$ cat src/rtl/adder9_pkg.sv
// ============================================================================
//  Module      : adder9_pkg
//  Description : Shared types and constants for the 9-bit adder datapath.
//  Revision    : 1.0 - initial release
// ============================================================================
`default_nettype none

package adder9_pkg;

   // Width of the 9-bit adder's sum output (carry included)
   localparam int SUM_W = 10;

   // Accumulator control states
   typedef enum logic {
      ACC  = 1'b0,
      DONE = 1'b1
   } acc_state_t;

endpackage

`default_nettype wire

$ cat src/rtl/adder9_sum_accumulator.sv
// ============================================================================
//  Module      : adder9_sum_accumulator
//  Description : Accumulates a batch of COUNT adder sums over a valid/ready
//                handshake, then presents the batch total and maximum and
//                holds them until the downstream stage accepts them.
//  Revision    : 1.0 - initial release
// ============================================================================
`default_nettype none

module adder9_sum_accumulator
   import adder9_pkg::*;
#(
   parameter int COUNT = 4,
   parameter int ACC_W = 12
) (
   input  logic                clk,
   input  logic                rst_n,
   input  logic                clear,
   input  logic                in_valid,
   output logic                in_ready,
   input  logic [SUM_W-1:0]    in_sum,
   output logic                out_valid,
   input  logic                out_ready,
   output logic [ACC_W-1:0]    out_acc,
   output logic [SUM_W-1:0]    out_max
);

   localparam int CNT_W = $clog2(COUNT) + 1;
   // Count value held just before the final sample of a batch is accepted
   localparam logic [CNT_W-1:0] CNT_LAST = CNT_W'(COUNT - 1);

   // Reject parameter sets where the batch total could overflow the accumulator
   generate
      if ((COUNT < 2) || (COUNT > 256) || (ACC_W < SUM_W + $clog2(COUNT))) begin : g_param_check
         $fatal(1, "adder9_sum_accumulator: illegal COUNT/ACC_W combination");
      end
   endgenerate

   acc_state_t       state_q, state_d;
   logic [ACC_W-1:0] acc_q, acc_d;
   logic [SUM_W-1:0] max_q, max_d;
   logic [CNT_W-1:0] cnt_q, cnt_d;

   // Handshake flags depend on state only, so no combinational path from inputs
   assign in_ready  = (state_q == ACC);
   assign out_valid = (state_q == DONE);
   assign out_acc   = acc_q;
   assign out_max   = max_q;

   // Next-state and datapath update: clear overrides both handshakes
   always_comb begin
      state_d = state_q;
      acc_d   = acc_q;
      max_d   = max_q;
      cnt_d   = cnt_q;
      if (clear) begin
         state_d = ACC;
         acc_d   = '0;
         max_d   = '0;
         cnt_d   = '0;
      end else if (state_q == ACC) begin
         if (in_valid) begin
            acc_d = acc_q + ACC_W'(in_sum);
            max_d = (in_sum > max_q) ? in_sum : max_q;
            cnt_d = cnt_q + 1'b1;
            if (cnt_q == CNT_LAST) begin
               state_d = DONE;
            end
         end
      end else begin
         // Result consumed: restart with an empty batch, no sample taken this cycle
         if (out_ready) begin
            state_d = ACC;
            acc_d   = '0;
            max_d   = '0;
            cnt_d   = '0;
         end
      end
   end

   // State and datapath registers; reset drops any partial batch immediately
   always_ff @(posedge clk or negedge rst_n) begin
      if (!rst_n) begin
         state_q <= ACC;
         acc_q   <= '0;
         max_q   <= '0;
         cnt_q   <= '0;
      end else begin
         state_q <= state_d;
         acc_q   <= acc_d;
         max_q   <= max_d;
         cnt_q   <= cnt_d;
      end
   end

endmodule

`default_nettype wire

$ cat config.mk
export PLATFORM = sky130hd
export DESIGN_NAME = adder9_sum_accumulator
export DESIGN_NICKNAME = d
export VERILOG_FILES = /design/src/rtl/adder9_pkg.sv /design/src/rtl/adder9_sum_accumulator.sv
export SDC_FILE = /design/constraint.sdc
export NUM_CORES = 1
export LEC_CHECK = 0
export ABC_AREA = 0
export BUFFER_PORTS_ARGS = -buffer_cell sky130_fd_sc_hd__buf_4
export CAP_MARGIN = 10
export CORE_ASPECT_RATIO = 0.75
export CORE_MARGIN = 5
export CORE_UTILIZATION = 50
export DETAILED_ROUTE_END_ITERATION = 10
export GPL_TIMING_DRIVEN = 0
export HOLD_SLACK_MARGIN = 0.05
export PLACE_DENSITY = 0.74
export SLEW_MARGIN = 5
export SYNTH_ARGS = -nofsm -noshare
export SYNTH_HDL_FRONTEND = slang
export SYNTH_SLANG_ARGS = --single-unit
$ cat constraint.sdc
create_clock -name clk -period 3.1 [get_ports clk]
set_clock_uncertainty 0.1 [all_clocks]
set_input_delay 0.465 -clock clk [delete_from_list [all_inputs] [get_ports clk]]
set_output_delay 0.465 -clock clk [all_outputs]
set_load 0.01 [all_outputs]
==> impl_metrics.py <==
metrics = {
    "power_and_ir_drop": {
        "pwr-share-comb_pct": 38.0,
        "p_switching_uw": 331,
        "p_per_area_nw_per_um2": 453,
        "p_int_uw": 636,
        "p_clk_share_pct": 20.1,
        "power.share.switching_pct": 34.3,
        "leakage_nw": 1.04,
        "total_power_uw": 967,
        "vdd_drop_max_uv": 231,
        "pwr-share-seq_pct": 41.9,
    },
    "cells_and_area": {
        "area_growth_syn_to_layout_pct": 22.1,
        "drive_gt1_share_pct": 24.4,
        "antenna_cells": 0,
        "final_cells": 257,
        "nets": 257,
        "final_util_pct": 64.0,
        "fillers": 287,
    },
    "die": {
        "die_w_um": 78.3,
        "die_y_um": 61.2,
        "fp.coreArea_um2": 3330,
        "dieArea_um2": 4790,
        "ios": 39,
        "initial_core_util_pct": 52.4,
        "rows": 18,
    },
    "logic_synthesis": {
        "synth_edf_count": 0,
        "syn_inst": 175,
        "synth_top_cell_area_share_pct": 37.2,
        "yosysSeqAreaShare_pct": 37.2,
        "synth_commonest_cells": "dfrtp_1, ha_1, o21ai_0, nand2_1, inv_1",
        "async_flop_share_pct": 100,
        "yosysTopAreaCell": "dfrtp_1",
        "ys_types": 41,
        "post-synth-top-count-cell": "dfrtp_1",
        "synthTopCellsByArea": "dfrtp_1, ha_1, a22o_1",
        "syn_nets": 213,
        "synth_ff_type": "dfrtp_1",
        "ys_seq_elements": 26,
        "syn_area_um2": 1750,
        "syn_avg_cell_area_um2": 9.98,
        "ys_warn_count": 0,
    },
    "timing": {
        "grt_setup_unrepaired": "no",
        "hold_viol": 0,
        "fin_crit_ps": 2320,
        "slew_headroom_pct": 66.4,
        "tns_ps": 0,
        "period_share_pct": 74.9,
        "max_slew.worst_pin.slew_ps": 504,
        "final_max_slew_viol_count": 0,
        "finalSetupViolCount": 0,
        "max_freq_mhz": 431,
    },
    "drt": {
        "num_vias": 1496,
        "ant_nets": 0,
        "wl_mm": 4.20,
        "first_pass_iters": 4,
        "wl_per_cell_um": 16.3,
        "vias_per_cell": 5.82,
        "post-route-drc-count": 0,
        "drt-initial-drc-count": 72,
    },
    "cts": {
        "postCtsSetupBuffers": 0,
        "cts.sinks": 26,
        "cts_tree": "done",
        "clk_pin_slew_ps": 90,
        "cts_buffers": 3,
        "cts_max_path_buffers": 2,
        "worstSkewPairLatency_ps": 270,
        "htreeDepth": 1,
        "clock-root-buffer": "clkbuf_8",
    },
    "global_routing": {
        "grt_overflow": 0,
        "grt_first_pass_wirelength_mm": 6.91,
        "track_usage_pct": 18.6,
        "antenna_found_initial": 0,
        "grt_pass1_vias": 1532,
        "grt_max_degree": 27,
    },
    "setup_path": {
        "max_stage_delay_ps": 550,
        "crit_path_start_kind": "flop",
        "critPathSlowestCell": "or4b_4",
        "crit_path_cell_trace": "inv_1, ha_1, a211oi_2, o21bai_1, or4b_4, a31oi_4, a22o_1",
        "path_class": "flop to flop",
        "crit_path_end_kind": "flop",
        "crit_fanout": 10,
        "worstPathArrival_ps": 2440,
        "required_ps": 3210,
    },
    "status": {
        "outcome": "finished clean",
    },
    "placement": {
        "dp_cells": 253,
        "io_buffers": 38,
        "finalWeightedCongestion": 0.920,
        "dp_hpwl_mm": 3.21,
    },
    "hold_path": {
        "hp-class": "input port to flop",
    },
    "job": {
        "cap_violations": 0,
    },
}
-- worst max-delay path: cells and delay by family (launching register included) --
| kind | cells | cell delay [ps] |
|---|---|---|
| and+or+nand+nor | 1 | 550 |
| AOI/OAI and AO/OA | 4 | 870 |
| DFF | 1 | 380 |
| buffers and inverters | 1 | 50 |
| adders and majority gates | 1 | 300 |
-- cells by family after synthesis --
kind of cell	Yosys count	synth area share, %
AND/OR/NAND/NOR	37	11.5
multiplexers	2	1.22
XOR/XNOR	7	3.51
buffers and inverters	17	4.08
adder cells (fa/ha/maj)	23	16.9
flip-flops	26	37.2
AO/OA/AOI/OAI	63	25.6
-- state kept, by name (all words and copies together) (netlist names) --
name       flops
out_acc       12
out_max       10
cnt_q          3
out_valid      1
-- power groups by stage --
stage               clock network (mW)  registers (mW)  logic [mW]
global placement                     0           0.409       0.351
finish                           0.195           0.405       0.367
floorplan                            0           0.422       0.219
global route                     0.216           0.411       0.406
detailed placement                   0           0.412       0.362
CTS                              0.204           0.405       0.367
-- timing repair --
action,in CTS,in global routing
gates resized for setup,0,0
endpoints found under the setup margin,0,0
endpoints found under the hold margin,26,0
hold buffers,1,0
-- through the flow --
step	setup WS, ps	hold WS, ps	instance area (um^2)
floorplan	869	69.4	1750
global placement	654	293	2080
detailed placement	589	304	2080
CTS	787	241	2130
global route	660	240	2130
finish	779	251	2130
-- worst paths after layout --
check | cells after the start | startpoint | slack (ps) | end
worst max register to register | 7 | out_max[7] | 780 | out_max[7]
min in group asynchronous | 2 | rst_n | 530 | out_acc[11]
max in group asynchronous | 2 | rst_n | 2110 | out_valid
worst max-delay path | 7 | out_max[7] | 780 | out_max[7]
worst min-delay path | 2 | clear | 250 | out_valid
worst min register to register | 1 | cnt_q[0] | 410 | cnt_q[0]
-- cells in the final DEF (no fill, tap or decap), drive strengths merged, types with 2 or more instances in the layout --
cell type,instances
a22o,13
nand3,2
nand2,16
inv,14
xor2,5
or2,3
a21oi,7
o21ai,20
and2,2
a2111oi,2
nor2,5
clkbuf,5
ha,22
a31oi,2
dfrtp,26
a21o,5
a211oi,5
o21bai,2
buf,39
xnor2,2
-- area by class of cell --
class / count / area (um^2) / share of cell area, %
Tap cell: 40 / 50.0 / 2.35
Timing Repair Buffer: 39 / 295 / 13.8
Inverter: 14 / 52.6 / 2.46
Sequential cell: 26 / 651 / 30.5
Clock buffer: 3 / 41.3 / 1.94
Buffer: 3 / 18.8 / 0.880
Multi-Input combinational cell: 132 / 1020 / 48.0
-- layer usage --
layer / routed length (um) / GRT usage [%]
met2: 1940 / 33.2
met5: 0 / 0
met1: 2020 / 22.8
met4: 43 / 4.99
met3: 197 / 4.97
Power figures use the tool's default switching activity.
